$ cat config.mk
export PLATFORM = sky130hd
export DESIGN_NAME = bg_planet_field
export DESIGN_NICKNAME = d
export VERILOG_FILES = /design/src/rtl/bg_planet_pkg.sv /design/src/rtl/bg_planet_disc.sv /design/src/rtl/bg_planet_field.sv
export SDC_FILE = /design/constraint.sdc
export NUM_CORES = 2
export LEC_CHECK = 0
export CAP_MARGIN = 10
export CORE_MARGIN = 5
export CORE_UTILIZATION = 28
export CTS_CLUSTER_SIZE = 40
export DETAILED_ROUTE_END_ITERATION = 8
export PLACE_DENSITY = 0.47
export SKIP_CTS_REPAIR_TIMING = 1
export SLEW_MARGIN = 10
export SYNTH_ARGS = -nofsm -noshare
export SYNTH_HDL_FRONTEND = slang
export SYNTH_SLANG_ARGS = --single-unit
export TNS_END_PERCENT = 50
$ cat constraint.sdc
create_clock -name clk -period 7.15 [get_ports clk]
set_clock_uncertainty 0.15 [all_clocks]
set_input_delay 1.7875 -clock clk [delete_from_list [all_inputs] [get_ports clk]]
set_output_delay 1.7875 -clock clk [all_outputs]
set_load 0.01 [all_outputs]
$ cat src/rtl/bg_planet_pkg.sv
// Planet table, palette and LFSR helper shared by the planet/starfield
// background generator and its per-planet distance units.
package bg_planet_pkg;

  localparam int unsigned MAX_PLANETS = 8;
  localparam logic [7:0]  LFSR_SEED   = 8'hA5;

  typedef logic [10:0] coord_t;
  typedef logic [5:0]  rgb_t;   // {R[1:0], G[1:0], B[1:0]}

  localparam coord_t PX_INIT [MAX_PLANETS] = '{
    11'd192, 11'd480, 11'd800, 11'd100, 11'd300, 11'd650, 11'd900, 11'd560
  };

  localparam coord_t PY [MAX_PLANETS] = '{
    11'd320, 11'd224, 11'd600, 11'd650, 11'd100, 11'd450, 11'd200, 11'd700
  };

  localparam logic [9:0] PR [MAX_PLANETS] = '{
    10'd48, 10'd64, 10'd40, 10'd30, 10'd24, 10'd36, 10'd20, 10'd28
  };

  localparam coord_t SPEED [MAX_PLANETS] = '{
    11'd1, 11'd2, 11'd3, 11'd1, 11'd2, 11'd1, 11'd4, 11'd2
  };

  localparam rgb_t RGB [MAX_PLANETS] = '{
    6'b11_01_00, 6'b00_01_11, 6'b10_11_01, 6'b01_01_11,
    6'b11_11_10, 6'b01_10_00, 6'b10_00_10, 6'b11_10_11
  };

  // Fibonacci LFSR, taps 8,6,5,4
  function automatic logic [7:0] lfsr_next(input logic [7:0] s);
    return {s[6:0], s[7] ^ s[5] ^ s[4] ^ s[3]};
  endfunction

  function automatic logic [23:0] radius_sq(input logic [9:0] r);
    return 24'(r) * 24'(r);
  endfunction

endpackage

$ cat src/rtl/bg_planet_disc.sv
// One planet: scrolling x position, wrapped distance (S1) and squared
// distance (S2) from the current pixel to the planet centre.
module bg_planet_disc
  import bg_planet_pkg::*;
#(
  parameter int unsigned H_RES = 1024,
  parameter coord_t      PX0   = 11'd192,
  parameter coord_t      PY0   = 11'd320,
  parameter coord_t      SPD   = 11'd1
) (
  input  logic        clk,
  input  logic        rst_n,
  input  logic        step,
  input  logic [10:0] pix_x,
  input  logic [10:0] pix_y,
  output logic [23:0] dist_sq
);

  localparam logic [10:0]        HRES_U = 11'(H_RES);
  localparam logic signed [11:0] HRES_S = 12'(H_RES);
  localparam logic signed [11:0] HALF_S = 12'(H_RES / 2);

  logic [10:0]        px;
  logic signed [11:0] dx_raw, dx_wrap, dy_raw;
  logic signed [11:0] dx_q, dy_q;
  logic signed [23:0] dx_sq, dy_sq;

  always_ff @(posedge clk or negedge rst_n) begin
    if (!rst_n)
      px <= PX0;
    else if (step)
      px <= (px < SPD) ? px + HRES_U - SPD : px - SPD;
  end

  // Shortest horizontal distance on a screen that wraps every H_RES pixels
  always_comb begin
    dx_raw  = $signed({1'b0, pix_x}) - $signed({1'b0, px});
    dy_raw  = $signed({1'b0, pix_y}) - $signed({1'b0, PY0});
    dx_wrap = dx_raw;
    if (dx_raw > HALF_S)
      dx_wrap = dx_raw - HRES_S;
    else if (dx_raw < -HALF_S)
      dx_wrap = dx_raw + HRES_S;
  end

  always_ff @(posedge clk or negedge rst_n) begin
    if (!rst_n) begin
      dx_q <= '0;
      dy_q <= '0;
    end else begin
      dx_q <= dx_wrap;
      dy_q <= dy_raw;
    end
  end

  assign dx_sq = dx_q * dx_q;
  assign dy_sq = dy_q * dy_q;

  always_ff @(posedge clk or negedge rst_n) begin
    if (!rst_n)
      dist_sq <= '0;
    else
      dist_sq <= $unsigned(dx_sq) + $unsigned(dy_sq);
  end

endmodule

$ cat src/rtl/bg_planet_field.sv
// Scrolling planet discs over a static twinkling starfield; 3-clock pixel
// pipeline producing registered 2-bit-per-channel colour.
module bg_planet_field
  import bg_planet_pkg::*;
#(
  parameter int unsigned H_RES       = 1024,
  parameter int unsigned V_RES       = 768,
  parameter int unsigned NUM_PLANETS = 4,
  parameter int unsigned COLOR_MODE  = 1,
  parameter logic [6:0]  STAR_KEY    = 7'h2A
) (
  input  logic        clk,
  input  logic        rst_n,
  input  logic        bg_en,
  input  logic        pause,
  input  logic        video_active,
  input  logic [10:0] pix_x,
  input  logic [10:0] pix_y,
  input  logic        vsync,
  output logic [1:0]  R,
  output logic [1:0]  G,
  output logic [1:0]  B
);

  if (NUM_PLANETS < 1 || NUM_PLANETS > MAX_PLANETS || H_RES > 2047 || V_RES > 2047) begin : g_cfg_check
    $error("bg_planet_field: unsupported configuration");
  end

  logic        vs_q1, vs_q2;
  logic        frame_tick, step;
  logic [7:0]  lfsr;
  logic [10:0] key;
  logic        va1, va2, en1, en2, star1, star2;
  logic [2:0]  twk1, twk2;
  logic [23:0] dist_sq [NUM_PLANETS];
  rgb_t        pix_c;
  logic        planet_hit;

  always_ff @(posedge clk or negedge rst_n) begin
    if (!rst_n) begin
      vs_q1 <= 1'b0;
      vs_q2 <= 1'b0;
    end else begin
      vs_q1 <= vsync;
      vs_q2 <= vs_q1;
    end
  end

  assign frame_tick = vs_q1 & ~vs_q2;
  assign step       = frame_tick & bg_en & ~pause;

  always_ff @(posedge clk or negedge rst_n) begin
    if (!rst_n)
      lfsr <= LFSR_SEED;
    else if (step)
      lfsr <= lfsr_next(lfsr);
  end

  for (genvar i = 0; i < NUM_PLANETS; i++) begin : g_disc
    bg_planet_disc #(
      .H_RES (H_RES),
      .PX0   (PX_INIT[i]),
      .PY0   (PY[i]),
      .SPD   (SPEED[i])
    ) u_disc (
      .clk     (clk),
      .rst_n   (rst_n),
      .step    (step),
      .pix_x   (pix_x),
      .pix_y   (pix_y),
      .dist_sq (dist_sq[i])
    );
  end

  // Star decision is made up front; only the flag and twinkle phase travel
  assign key = pix_x ^ {pix_y[4:0], pix_y[10:5]};

  always_ff @(posedge clk or negedge rst_n) begin
    if (!rst_n) begin
      va1   <= 1'b0;
      en1   <= 1'b0;
      star1 <= 1'b0;
      twk1  <= '0;
      va2   <= 1'b0;
      en2   <= 1'b0;
      star2 <= 1'b0;
      twk2  <= '0;
    end else begin
      va1   <= video_active;
      en1   <= bg_en;
      star1 <= (key[6:0] == STAR_KEY);
      twk1  <= key[9:7];
      va2   <= va1;
      en2   <= en1;
      star2 <= star1;
      twk2  <= twk1;
    end
  end

  always_comb begin
    pix_c      = '0;
    planet_hit = 1'b0;
    for (int unsigned i = 0; i < NUM_PLANETS; i++) begin
      if (!planet_hit && dist_sq[i] <= radius_sq(PR[i])) begin
        planet_hit = 1'b1;
        pix_c      = (COLOR_MODE == 0) ? {3{RGB[i][5:4]}} : RGB[i];
      end
    end
    if (!planet_hit && star2)
      pix_c = (twk2 == lfsr[2:0]) ? {3{2'd1}} : {3{2'd3}};
    if (!(va2 && en2))
      pix_c = '0;
  end

  always_ff @(posedge clk or negedge rst_n) begin
    if (!rst_n) begin
      R <= '0;
      G <= '0;
      B <= '0;
    end else begin
      R <= pix_c[5:4];
      G <= pix_c[3:2];
      B <= pix_c[1:0];
    end
  end

endmodule

==> flow_metrics.py <==
metrics = {
    "finish": {
        "layout_commonest_cell": "inv_1",
        "final_cells": 7492,
        "layout.nets": 6689,
        "mostFrequentLayoutCells": "1,494 x inv_1, 1,121 x fa_1, 430 x ha_1, 378 x nand2_1, 234 x and2_1",
        "drive_gt1_share_pct": 4.984,
        "area_growth_pct": 10.35,
    },
    "drt": {
        "drt_iter0_markers": 1432,
        "dr.pass1.iters": 5,
        "vias": 31280,
        "drc_errors": 0,
        "drtAntennaViolNets": 0,
        "viasPerCell": 4.175,
        "drt_wl_total_um": 118400,
        "wl_per_cell_um": 15.81,
    },
    "cts": {
        "cts_buffers": 37,
        "cts_buffer_depth": 3,
        "clk_pin_slew_ns": 0.06,
        "cts_tree": "done",
        "insertion_delay_ns": 0.60,
        "htree_levels": 2,
        "clock-root-buffer": "clkbuf_16",
        "clock-sinks": 254,
    },
    "timing": {
        "fmax_ghz": 0.1459,
        "rsz0062_at_grt": "no",
        "post-route-min-period_ns": 6.854,
        "setup_viol": 0,
        "final_max_slew_viol_count": 0,
        "final.setup.tns_ns": 0,
        "final-hold-violation-count": 0,
        "worstMarginPinSlew_ns": 1.123,
        "fin_crit_sh_pct": 95.86,
        "holdWs_ns": 0.1990,
        "max_slew_margin_pct": 24.68,
        "setup_ws_ns": 0.2963,
    },
    "worst_setup_path": {
        "cp.arrival_ns": 7.15,
        "worstSetupPathType": "flip-flop to flip-flop",
        "end_kind": "flip-flop",
        "required_ns": 7.44,
        "path_max_fanout": 4,
        "cp-start-kind": "flip-flop",
    },
    "run": {
        "maxCapViolations": 0,
    },
    "yosys": {
        "avgSynthCellArea_um2": 9.933,
        "synth_largest_area_cell": "fa_1",
        "synth_nets": 6617,
        "synth_area_mm2": 0.05002,
        "synthDominantCellAreaShare_pct": 44.94,
        "ys.flop_type": "dfrtp_1",
        "yosysWarnings": 0,
        "ys_ff_latch": 254,
        "ys_types": 81,
        "synth_edf_count": 0,
        "async_flop_share_pct": 100.0,
        "synth.area.top_cells": "fa_1 45%, dfrtp_1 12%, inv_1 11%",
        "synth_cells": 5036,
        "ys_seq_area_share_pct": 12.75,
    },
    "floorplan": {
        "ios": 34,
        "dieArea_mm2": 0.1872,
        "fp.dieH_um": 432.7,
        "num_rows": 155,
        "die_w_um": 432.7,
        "start_util_pct": 28.10,
        "core_area_mm2": 0.1780,
    },
    "placement": {
        "dp_cells": 7421,
        "post-dp-hpwl_um": 104600,
        "io_buffer_count": 33,
        "place_ws_ns": -0.02956,
        "gp_congestion": 0.8208,
    },
    "grt": {
        "grt_antenna_before_repair": 4,
        "grt_max_degree": 123,
        "grt_pass1_vias": 35420,
        "globalRouteOverflowTotal": 0,
        "grt_pass1_wl_um": 196800,
        "grt_use_total_pct": 13.35,
    },
    "run_status": {
        "status": "finished, final reports clean",
    },
    "hold_path": {
        "hp-class": "flip-flop to flip-flop",
    },
}
[per-layer routing]
layer  track usage [%]  vias to the layer above  share of wire [%]
met2             21.99                      307                 47
met3             1.204                      118                2.4
met4             3.473                        2                2.9
met1             18.95                    16010                 48
met5                 0                        -              0.016
li1                  -                    14840                  -
[synth_stat cells (all sizes together), types with 14 or more instances]
| master | count |
|---|---|
| nor3 | 41 |
| fa | 1123 |
| o21bai | 14 |
| clkbuf | 115 |
| nor2 | 117 |
| a21oi | 86 |
| dfstp | 16 |
| o21a | 27 |
| ha | 430 |
| inv | 1495 |
| nor4 | 30 |
| nand2 | 378 |
| dfrtp | 238 |
| nand2b | 41 |
| xnor2 | 217 |
| and2 | 234 |
| o21ai | 58 |
| nand3 | 31 |
| a21o | 32 |
| nor2b | 75 |
| xor2 | 53 |
[state kept, by name, summed over array words and instances (netlist names)]
signal and count:
va2 1, B 2, lfsr 8, va1 1, g_disc.u_disc.dy_q 39, twk1 3, vs_q2 1, star1 1
vs_q1 1, g_disc.u_disc.px 43, en2 1, R 2, star2 1, en1 1, twk2 3, g_disc.u_disc.dist_sq 96
G 2, g_disc.u_disc.dx_q 48
[stage by stage]
step	util, %	instance area, µm²
CTS	30.95	55100
global route	31.01	55200
floorplan	-	50020
global placement	30.21	53780
finish	31.01	55200
detailed placement	30.21	53780
[worst paths after layout]
| path | startpoint | endpoint | slack, ns | cells after the start |
|---|---|---|---|---|
| setup reg to reg | g_disc[3].u_disc.dx_q[8] | g_disc[3].u_disc.dist_sq[22] | 0.30 | 25 |
| hold / removal | twk1[0] | twk2[0] | 0.20 | 0 |
| min in group asynchronous | rst_n | g_disc[3].u_disc.dist_sq[23] | 1.00 | 1 |
| max in group asynchronous | rst_n | g_disc[1].u_disc.dy_q[3] | 4.46 | 2 |
| setup / recovery | g_disc[3].u_disc.dx_q[8] | g_disc[3].u_disc.dist_sq[22] | 0.30 | 25 |
| hold reg to reg | twk1[0] | twk2[0] | 0.20 | 0 |
[worst max-delay path, stage by stage (launching register included)]
cell and delay, ns:
dfrtp_1 0.35, inv_1 0.06, nor2_1 0.26, inv_1 0.09, fa_1 0.48, inv_1 0.05
fa_1 0.53, inv_1 0.05, fa_1 0.54, inv_1 0.05, fa_1 0.48, fa_1 0.51
fa_1 0.50, inv_1 0.05, fa_1 0.47, inv_1 0.04, ha_1 0.33, o21a_1 0.20
o21a_1 0.19, o22ai_4 0.20, o21ai_2 0.13, o41a_1 0.34, nand4_1 0.09, o21ai_1 0.09
o41a_1 0.33, xor2_1 0.16
[final cells by class]
cell class,count,area (µm²)
Multi-Input combinational cell,3169,37660
Inverter,1495,5612
Tap cell,2355,2947
Timing Repair Buffer,151,1262
Clock buffer,43,979.7
Clock inverter,24,337.8
Antenna cell,1,2.502
Fill cell,18680,122800
Sequential cell,254,6402
[cell families (layout without fill, tap and decap cells)]
| logic type | after synthesis | count (layout) | share of synthesized area, % |
|---|---|---|---|
| flip-flops | 254 | 254 | 12.75 |
| XOR/XNOR | 270 | 270 | 4.727 |
| adder cells (fa/ha/maj) | 1553 | 1553 | 55.70 |
| AND/OR/NAND/NOR | 1018 | 1018 | 10.22 |
| AO/OA/AOI/OAI | 316 | 316 | 4.262 |
| other | 0 | 1 | 0 |
| multiplexers | 12 | 12 | 0.2476 |
| buffers and inverters | 1613 | 1713 | 12.10 |
Power is not shown: default switching activity piles up to over one toggle a cycle in this logic, so the estimate is an artifact.
